$ cat config.mk
export PLATFORM = sky130hd
export DESIGN_NAME = draw_rect_ctl
export DESIGN_NICKNAME = d
export VERILOG_FILES = /design/src/rtl/draw_rect_ctl.sv
export SDC_FILE = /design/constraint.sdc
export NUM_CORES = 1
export LEC_CHECK = 0
export ABC_AREA = 0
export BUFFER_PORTS_ARGS = -buffer_cell sky130_fd_sc_hd__buf_4
export CORE_ASPECT_RATIO = 1.1
export CORE_MARGIN = 3
export CORE_UTILIZATION = 57
export CTS_BUF_LIST = sky130_fd_sc_hd__clkbuf_8
export CTS_CLUSTER_DIAMETER = 120
export DETAILED_ROUTE_END_ITERATION = 8
export PLACE_DENSITY = 0.88
export SLEW_MARGIN = 20
export SYNTH_ARGS = -nofsm -noshare
export SYNTH_HDL_FRONTEND = slang
export SYNTH_SLANG_ARGS = --single-unit
$ cat constraint.sdc
create_clock -name pclk -period 5.5 [get_ports pclk]
set_input_delay 0.825 -clock pclk [delete_from_list [all_inputs] [get_ports pclk]]
set_output_delay 0.825 -clock pclk [all_outputs]
set_load 0.05 [all_outputs]
$ cat src/rtl/draw_rect_ctl.sv
// draw_rect_ctl: rectangle follows the mouse, drops under per-frame gravity on click; define DRAW_RECT_CTL_BOUNCE_EN to bounce on the floor
module draw_rect_ctl #(
  parameter int SCREEN_W = 800,
  parameter int SCREEN_H = 600,
  parameter int RECT_W   = 48,
  parameter int RECT_H   = 64,
  parameter int ACCEL    = 1,
  parameter int VMAX     = 31
) (
  input  logic        pclk,
  input  logic        rst,
  input  logic        vblnk_in,
  input  logic        mouse_left,
  input  logic [11:0] mouse_xpos,
  input  logic [11:0] mouse_ypos,
  output logic [11:0] xpos,
  output logic [11:0] ypos,
  output logic        falling
);
  localparam int XMAX  = SCREEN_W - RECT_W;
  localparam int FLOOR = SCREEN_H - RECT_H;
  typedef enum logic [1:0] {FOLLOW, FALL, LANDED} state_e;
  state_e state_q, state_d;
  logic [11:0] xpos_q, xpos_d, ypos_q, ypos_d;
  logic signed [7:0] vel_q, vel_d;
  logic left_q, vblnk_q, vblnk_qq;
  logic click, tick;
  logic [11:0] x_clamp, y_clamp;
  logic signed [8:0] v_sum;
  logic signed [7:0] v_new;
  logic signed [12:0] y_new;
`ifdef DRAW_RECT_CTL_BOUNCE_EN
  logic signed [7:0] r;
  assign r = v_new - (v_new >>> 2);
`endif
  assign click   = mouse_left & ~left_q;
  assign tick    = vblnk_q & ~vblnk_qq;
  assign x_clamp = (mouse_xpos > 12'(XMAX)) ? 12'(XMAX) : mouse_xpos;
  assign y_clamp = (mouse_ypos > 12'(FLOOR)) ? 12'(FLOOR) : mouse_ypos;
  assign v_sum   = 9'(vel_q) + 9'(ACCEL);
  assign v_new   = (v_sum > 9'(VMAX)) ? 8'(VMAX) : v_sum[7:0];
  assign y_new   = $signed({1'b0, ypos_q}) + 13'(v_new);
  assign xpos    = xpos_q;
  assign ypos    = ypos_q;
  assign falling = (state_q == FALL);
  // state, position, velocity and edge-detect registers
  always_ff @(posedge pclk or posedge rst) begin
    if (rst) begin
      state_q  <= FOLLOW;
      xpos_q   <= '0;
      ypos_q   <= '0;
      vel_q    <= '0;
      left_q   <= 1'b0;
      vblnk_q  <= 1'b0;
      vblnk_qq <= 1'b0;
    end else begin
      state_q  <= state_d;
      xpos_q   <= xpos_d;
      ypos_q   <= ypos_d;
      vel_q    <= vel_d;
      left_q   <= mouse_left;
      vblnk_q  <= vblnk_in;
      vblnk_qq <= vblnk_q;
    end
  end
  // next state: track mouse, apply one gravity step per frame, settle on the floor
  always_comb begin
    state_d = state_q;
    xpos_d  = xpos_q;
    ypos_d  = ypos_q;
    vel_d   = vel_q;
    unique case (state_q)
      FOLLOW: begin
        xpos_d = x_clamp;
        ypos_d = y_clamp;
        if (click) begin
          state_d = FALL;
          vel_d   = '0;
        end
      end
      FALL: if (tick) begin
        if (y_new >= 13'(FLOOR)) begin
          ypos_d = 12'(FLOOR);
`ifdef DRAW_RECT_CTL_BOUNCE_EN
          vel_d   = (r >= 2) ? -r : '0;
          state_d = (r >= 2) ? FALL : LANDED;
`else
          vel_d   = '0;
          state_d = LANDED;
`endif
        end else if (y_new[12]) begin
          ypos_d = '0;
          vel_d  = '0;
        end else begin
          ypos_d = y_new[11:0];
          vel_d  = v_new;
        end
      end
      LANDED: begin
        vel_d = '0;
        if (click) state_d = FOLLOW;
      end
      default: state_d = FOLLOW;
    endcase
  end
endmodule

==> results of run 1 <==
state kept, by name (all words and copies together) (netlist names):
signal    cells
left_q        1
vblnk_q       1
vblnk_qq      1
xpos         12
state_q       2
ypos         12
vel_q         8
worst paths after layout:
path,start,to,slack [ns],cells past startpoint
max,vel_q[0]$_DFFE_PP0P_,ypos[0]$_DFFE_PP0P_,0.52,18
max in group asynchronous,rst,ypos[9]$_DFFE_PP0P_,4.54,3
min reg2reg,vblnk_q$_DFF_PP0_,vblnk_qq$_DFF_PP0_,0.39,0
min,vblnk_q$_DFF_PP0_,vblnk_qq$_DFF_PP0_,0.39,0
min in group asynchronous,rst,xpos[0]$_DFFE_PP0P_,0.64,3
max reg2reg,vel_q[0]$_DFFE_PP0P_,ypos[0]$_DFFE_PP0P_,0.52,18
placed cells by master (no fill, tap or decap), types with 3 or more instances in the layout:
cell type | netlist | final
a211oi_1 | 4 | 4
a21o_1 | 4 | 4
a21oi_1 | 9 | 9
a22o_1 | 6 | 6
a22o_2 | 5 | 5
a22oi_1 | 4 | 4
and2_1 | 5 | 5
buf_4 | 0 | 53
clkbuf_8 | 2 | 5
dfrtp_1 | 37 | 37
ha_1 | 8 | 8
inv_1 | 13 | 14
nand2_1 | 21 | 21
nand2b_1 | 8 | 8
nand3_1 | 12 | 12
nand4_1 | 5 | 5
nor2_1 | 21 | 21
nor2b_1 | 3 | 3
nor3_1 | 7 | 7
nor4_1 | 3 | 3
o21ai_0 | 6 | 6
o22a_1 | 6 | 6
or2_2 | 3 | 3
or3_1 | 3 | 3
xnor2_1 | 5 | 5
xor2_1 | 4 | 4
layout make-up:
cell class	count	area (µm²)	share of cell area, %
timing repair buffer	53	398	12.7
clock inverter	3	42.5	1.36
tap	54	67.6	2.16
sequential	37	926	29.6
multi-input combinational	213	1570	50.3
inverter	13	48.8	1.56
clock buffer	5	68.8	2.20
layer usage:
metal	vias to the layer above	global-route usage, %	wire [µm]
li1	1137	-	-
met1	1153	32.5	2760
met2	121	43.7	3350
met3	22	7.60	602
met4	0	12.2	199
met5	-	0	0
report_power, final:
group / switching, mW / internal (mW) / total (mW) / leakage (nW)
Clock: 0.103 / 0.134 / 0.238 / 0.0595
Sequential: 0.0589 / 0.319 / 0.378 / 0.467
Combinational: 0.381 / 0.190 / 0.571 / 0.863
metrics by stage:
stage / hold WS, ns / power, mW
after floorplan: 0.346 / 0.801
after global placement: 0.357 / 0.932
after detailed placement: 0.373 / 0.945
after CTS: 0.391 / 1.18
after global routing: 0.406 / 1.26
final: 0.392 / 1.19
worst reg2reg max path, stage by stage (launching register included):
cell and delay [ns]:
dfrtp_1 0.45, ha_1 0.42, nand2b_1 0.13, o22ai_1 0.17
nand4_1 0.11, a22o_1 0.27, nand2_1 0.12, ha_1 0.21
inv_1 0.08, fa_1 0.41, nor2b_1 0.18, o31ai_1 0.12
a21oi_1 0.40, a2111oi_0 0.25, o311a_2 0.39, a31oi_1 0.27
o211ai_2 0.28, and2_4 0.26, a221o_1 0.35
cell families after synthesis:
kind of cell / share of synthesized area (%)
compound gates: 28.2
simple gates: 22.1
flops: 35.3
fa+ha+maj: 5.01
xor+xnor: 3.86
mux: 0.763
buf+inv: 4.77
==> impl_summary.txt, run 1 <==
----------------------------------------------------
[Run status]
  Status ... complete, no violations

[Placement]
  Sum of net half-perimeters after detailed placement ... 5170 µm
  Worst-case setup slack after placement ... 0.703 ns
  Dpl cells ... 370
  Count of buffers from port buffering ... 52
  Placed cell area ... 3010 µm²
  Final Wtd Congestion ... 0.970

[Setup path]
  Largest stage delay on the critical path ... 0.45 ns
  Required time worst endpoint ... 5.68 ns
  Family with the most delay on the worst path ... compound AO/OA/AOI/OAI gates
  Worst path bufs/invs ... 1
  Library cell appearing most often on the critical path ... ha_1
  Crit end category ... flip-flop
  Peak fanout along the critical path ... 13
  Crit Path Class ... reg2reg
  Worst path cell trace ... ha_1 > nand2b_1 > o22ai_1 > nand4_1 > a22o_1 > nand2_1 > ha_1 > inv_1 > fa_1 > nor2b_1 > o31ai_1 > a21oi_1 > a2111oi_0 > o311a_2 > a31oi_1 > o211ai_2 > and2_4 > a221o_1
  Kind of launch point of the worst setup path ... flip-flop
  Data arrival at the endpoint of the critical path ... 5.16 ns
  Slowest-stage cell, CP ... dfrtp_1

[Pwr]
  Power Density ... 380 nW/µm²
  Leakage dissipation ... 1.39 nW
  Peak supply drop ... 291 µV

[STA]
  Max Clock Skew ... 0.00412 ns
  Aggregate negative setup slack ... 0 ns
  Clock period minus final worst setup slack ... 4.98 ns
  Final worst setup slack ... 0.517 ns
  Final-report max-slew violation count ... 0
  Peak Freq ... 0.201 GHz
  Final setup violation count ... 0
  Slew at the pin with the worst max-slew slack ... 0.752 ns
  Final worst path period share ... 90.6%
  Relative slew margins ... 49.6%
  RSZ-0062 raised after global routing ... no
  Count of endpoints failing hold in the final timing report ... 0

[Routing]
  Iteration-0 DRC Markers ... 140
  Total number of vias ... 2433
  Ratio of routed vias to standard cells ... 6.44
  Average wire per cell in the routed design ... 18.3 µm
  Pre-Repair DR Iteration Count ... 4
  Total Routed Length ... 6910 µm
  Final routed DRC violation total ... 0
  Final ANT Viol Nets ... 0

[Clocking]
  TritonCTS clock tree ... yes
  Largest buffer count on any clock path ... 2
  Clock-pin slew reported for the worst setup and hold paths after clock tree synthesis ... 0.08 ns
  Sink Count ... 37
  Post-CTS setup buffer count ... 0
  CTS HTree Levels ... 2
  Resized Gates After CTS ... 0
  Clock root buffer ... clkbuf_8
  Insertion delay of the later-clocked pin in the worst-skew pair ... 0.30 ns
  CTS hold repair buffers ... 0
  Clock buffer count from CTS ... 5

[Yosys]
  Most used DFF post-synth ... dfrtp_1
  Number of different library cells in the post-synthesis netlist ... 75
  Fraction of the yosys area taken by sequential cells ... 35.3%
  Post-synthesis register bit count ... 37
  Number of instances in the synthesized netlist ... 273
  Number of enable flip-flop cells after synthesis ... 0
  Per-instance average area after synthesis ... 9.61 µm²
  Library cell occupying the most area in the post-synthesis netlist ... dfrtp_1
  Cell with the most instances after synthesis ... dfrtp_1
  Top-area cell type share of the netlist area ... 35.3%
  Number of nets produced by synthesis ... 310
  Async set-or-reset flop fraction in the synthesized netlist ... 100%
  Yosys warning total ... 0
  Most common library cells after synthesis ... 37 x dfrtp_1, 21 x nand2_1, 21 x nor2_1, 13 x inv_1, 12 x nand3_1
  Largest cells by area after synthesis ... dfrtp_1 35%, ha_1 3.8%, nand2_1 3.0%
  Post-synthesis instance area ... 2620 µm²

[Job]
  Number of max-cap violations ... 0

[Final layout]
  N_diodes ... 0
  Filler Cell Count ... 359
  Proportion of layout cells with a drive suffix above 1 ... 27.5%
  Utilization of the core after routing ... 71.3%
  Layout overhead on the synthesized area ... 19.1%
  Nets ... 360
  Design area ... 3120 µm²
  Post-route non-filler standard cell count ... 378

[Floorplanning]
  Die Outline Area ... 5450 µm²
  Die outline height ... 77.1 µm
  Count of boundary I/O pins ... 53
  Die X ... 70.7 µm
  Core area ... 4380 µm²
  Rows ... 25
  Initial Utilization ... 59.9%

[Global route]
  Remaining Overflow, GRT ... 0
  Wire length of the first global-routing pass ... 11600 µm
  GRT Resource Usage Total ... 26.8%
  Largest net degree at the start of global routing ... 38
  Number of antenna violations at the first check in global routing ... 0
  Vias in the first global route ... 2498

[Hold path]
  Hold Path Class ... reg2reg

----------------------------------------------------
Note: power is estimated with default switching activity, not from simulation.
==> run 2: changes to the inputs <==
--- a/config.mk
+++ b/config.mk
@@ -7,7 +7,7 @@
 export LEC_CHECK = 0
 export ABC_AREA = 0
 export BUFFER_PORTS_ARGS = -buffer_cell sky130_fd_sc_hd__buf_4
-export CORE_ASPECT_RATIO = 1.1
+export CORE_ASPECT_RATIO = 0.6
 export CORE_MARGIN = 3
 export CORE_UTILIZATION = 57
 export CTS_BUF_LIST = sky130_fd_sc_hd__clkbuf_8
==> run 2 against run 1 <==
Register-to-register slack better by 0.14 ns. Largest cell class unchanged. Die area increased by 0.47%. Sequential power grew 1%. Setup slack better by 0.14 ns. Critical path type unchanged. Via count grew 2.1%. Maximum frequency grew 2.9%. Worst hold slack lost 0.016 ns. Clock power shrank 15%. Critical path depth did not move.
==> impl_summary.txt, run 2 (same netlist as run 1, synthesis figures left out) <==
----------------------------------------------------
[Placement]
  Worst-case setup slack after placement ... 0.773 ns
  Sum of net half-perimeters after detailed placement ... 5460 µm
  Placed cell area ... 3020 µm²
  Final Wtd Congestion ... 0.949
  Dpl cells ... 376
  Count of buffers from port buffering ... 52

[Final layout]
  Proportion of layout cells with a drive suffix above 1 ... 27.6%
  Filler Cell Count ... 289
  Leading cell type in the layout, fill and taps excluded ... buf_4
  N_diodes ... 0
  Design area ... 3110 µm²
  Post-route non-filler standard cell count ... 383
  Layout overhead on the synthesized area ... 18.6%
  Most frequent cells in the layout ... 53 x buf_4, 37 x dfrtp_1, 21 x nor2_1, 21 x nand2_1, 13 x inv_1
  Nets ... 360

[Global route]
  Wire length of the first global-routing pass ... 11400 µm
  Number of antenna violations at the first check in global routing ... 0
  GRT Resource Usage Total ... 27.3%
  Largest net degree at the start of global routing ... 38
  Vias in the first global route ... 2218
  Remaining Overflow, GRT ... 0

[Clocking]
  Post-CTS setup buffer count ... 0
  Clock buffer count from CTS ... 5
  CTS HTree Levels ... 2
  Clock root buffer ... clkbuf_8
  Clock-pin slew reported for the worst setup and hold paths after clock tree synthesis ... 0.07 ns
  TritonCTS clock tree ... yes
  Insertion delay of the later-clocked pin in the worst-skew pair ... 0.30 ns
  Largest buffer count on any clock path ... 2
  Sink Count ... 37
  CTS hold repair buffers ... 0
  Resized Gates After CTS ... 0

[STA]
  Clock period minus final worst setup slack ... 4.84 ns
  Final-report max-slew violation count ... 0
  Count of endpoints failing hold in the final timing report ... 0
  Peak Freq ... 0.206 GHz
  Slew at the pin with the worst max-slew slack ... 0.713 ns
  Aggregate negative setup slack ... 0 ns
  Final worst path period share ... 88.1%
  Final worst setup slack ... 0.657 ns
  Max Clock Skew ... 0.0122 ns
  Final setup violation count ... 0
  RSZ-0062 raised after global routing ... no
  Relative slew margins ... 52.2%

[Routing]
  Final ANT Viol Nets ... 0
  Total number of vias ... 2485
  Ratio of routed vias to standard cells ... 6.49
  Iteration-0 DRC Markers ... 245
  Average wire per cell in the routed design ... 18.4 µm
  Pre-Repair DR Iteration Count ... 5
  Total Routed Length ... 7060 µm
  Final routed DRC violation total ... 0

[Setup path]
  Peak fanout along the critical path ... 9
  Crit Path Class ... reg2reg
  Kind of launch point of the worst setup path ... flip-flop
  Crit end category ... flip-flop
  Internal reg-to-reg setup slack ... 0.66 ns
  Required time worst endpoint ... 5.68 ns
  Data arrival at the endpoint of the critical path ... 5.03 ns

[Floorplanning]
  Die X ... 93.6 µm
  Die Outline Area ... 5480 µm²
  Rows ... 18
  Count of boundary I/O pins ... 53
  Initial Utilization ... 61.6%
  Core area ... 4260 µm²
  Die outline height ... 58.5 µm

[Hold path]
  Hold Path Class ... reg2reg

[Job]
  Number of max-cap violations ... 0

[Run status]
  Status ... complete, no violations

[Pwr]
  Leakage dissipation ... 1.37 nW
  Peak supply drop ... 257 µV
  Power Density ... 374 nW/µm²
  Design Power ... 1.16 mW

----------------------------------------------------
## run 2: cell count changes in the layout (fill, tap and decap cells not counted), sizes merged
| cell | before | now |
|---|---|---|
| clkinvlp | 0 | 1 |
| clkinv | 1 | 0 |
| inv | 14 | 13 |
| clkbuf | 5 | 6 |
| bufinv | 1 | 0 |
## run 2: where the power goes
part           switching [mW]  internal, mW  total, mW  leakage [nW]
sequential             0.0625         0.319      0.382         0.467
combinational           0.387         0.191      0.578         0.863
clock                   0.103        0.0991      0.202        0.0433
total                   0.552         0.609       1.16          1.37
## run 2: worst paths after layout
path,startpoint,depth (start not counted),end
max,vel_q[1]$_DFFE_PP0P_,18,ypos[0]$_DFFE_PP0P_
min,vblnk_q$_DFF_PP0_,0,vblnk_qq$_DFF_PP0_
max reg2reg,vel_q[1]$_DFFE_PP0P_,18,ypos[0]$_DFFE_PP0P_
min reg2reg,vblnk_q$_DFF_PP0_,0,vblnk_qq$_DFF_PP0_
max in group asynchronous,rst,3,ypos[9]$_DFFE_PP0P_
min in group asynchronous,rst,3,vel_q[6]$_DFFE_PP0P_
## run 2: through the flow
step	utilization [%]	hold slack [ns]
final	73.0	0.376
after global routing	73.0	0.398
after CTS	73.0	0.380
after detailed placement	70.9	0.365
after global placement	70.9	0.358
after floorplan	-	0.346
## run 2: critical path, cell delays in order, from the launching register on
cell       delay (ns)
dfrtp_1          0.45
ha_1             0.41
a21oi_1          0.11
o211ai_1         0.18
o31ai_1          0.10
a22o_1           0.28
nand2_1          0.13
ha_1             0.23
inv_1            0.07
fa_1             0.41
nor2b_1          0.16
o31ai_1          0.12
a21oi_1          0.38
a21o_1           0.34
a2111oi_1        0.14
a311oi_2         0.50
nor3_4           0.14
and2_4           0.22
a221o_1          0.34
## run 2: per-layer routing
layer / vias up / part of all wire (%) / GRT usage [%]
met3: 12 / 9.4 / 7.28
met1: 1201 / 48 / 42.0
li1: 1140 / - / -
met2: 132 / 42 / 37.4
met4: 0 / 1.2 / 8.02
met5: - / 0 / 0
## run 2: cell type report
cell class,instances,area (µm²),share of cell area [%]
multi-input cells,213,1570,50.5
flip-flops and latches,37,926,29.8
repair buffers,53,398,12.8
clock buffers,6,82.6,2.66
well taps,60,75.1,2.41
inverters,13,48.8,1.57
clock inverters,1,7.51,0.241
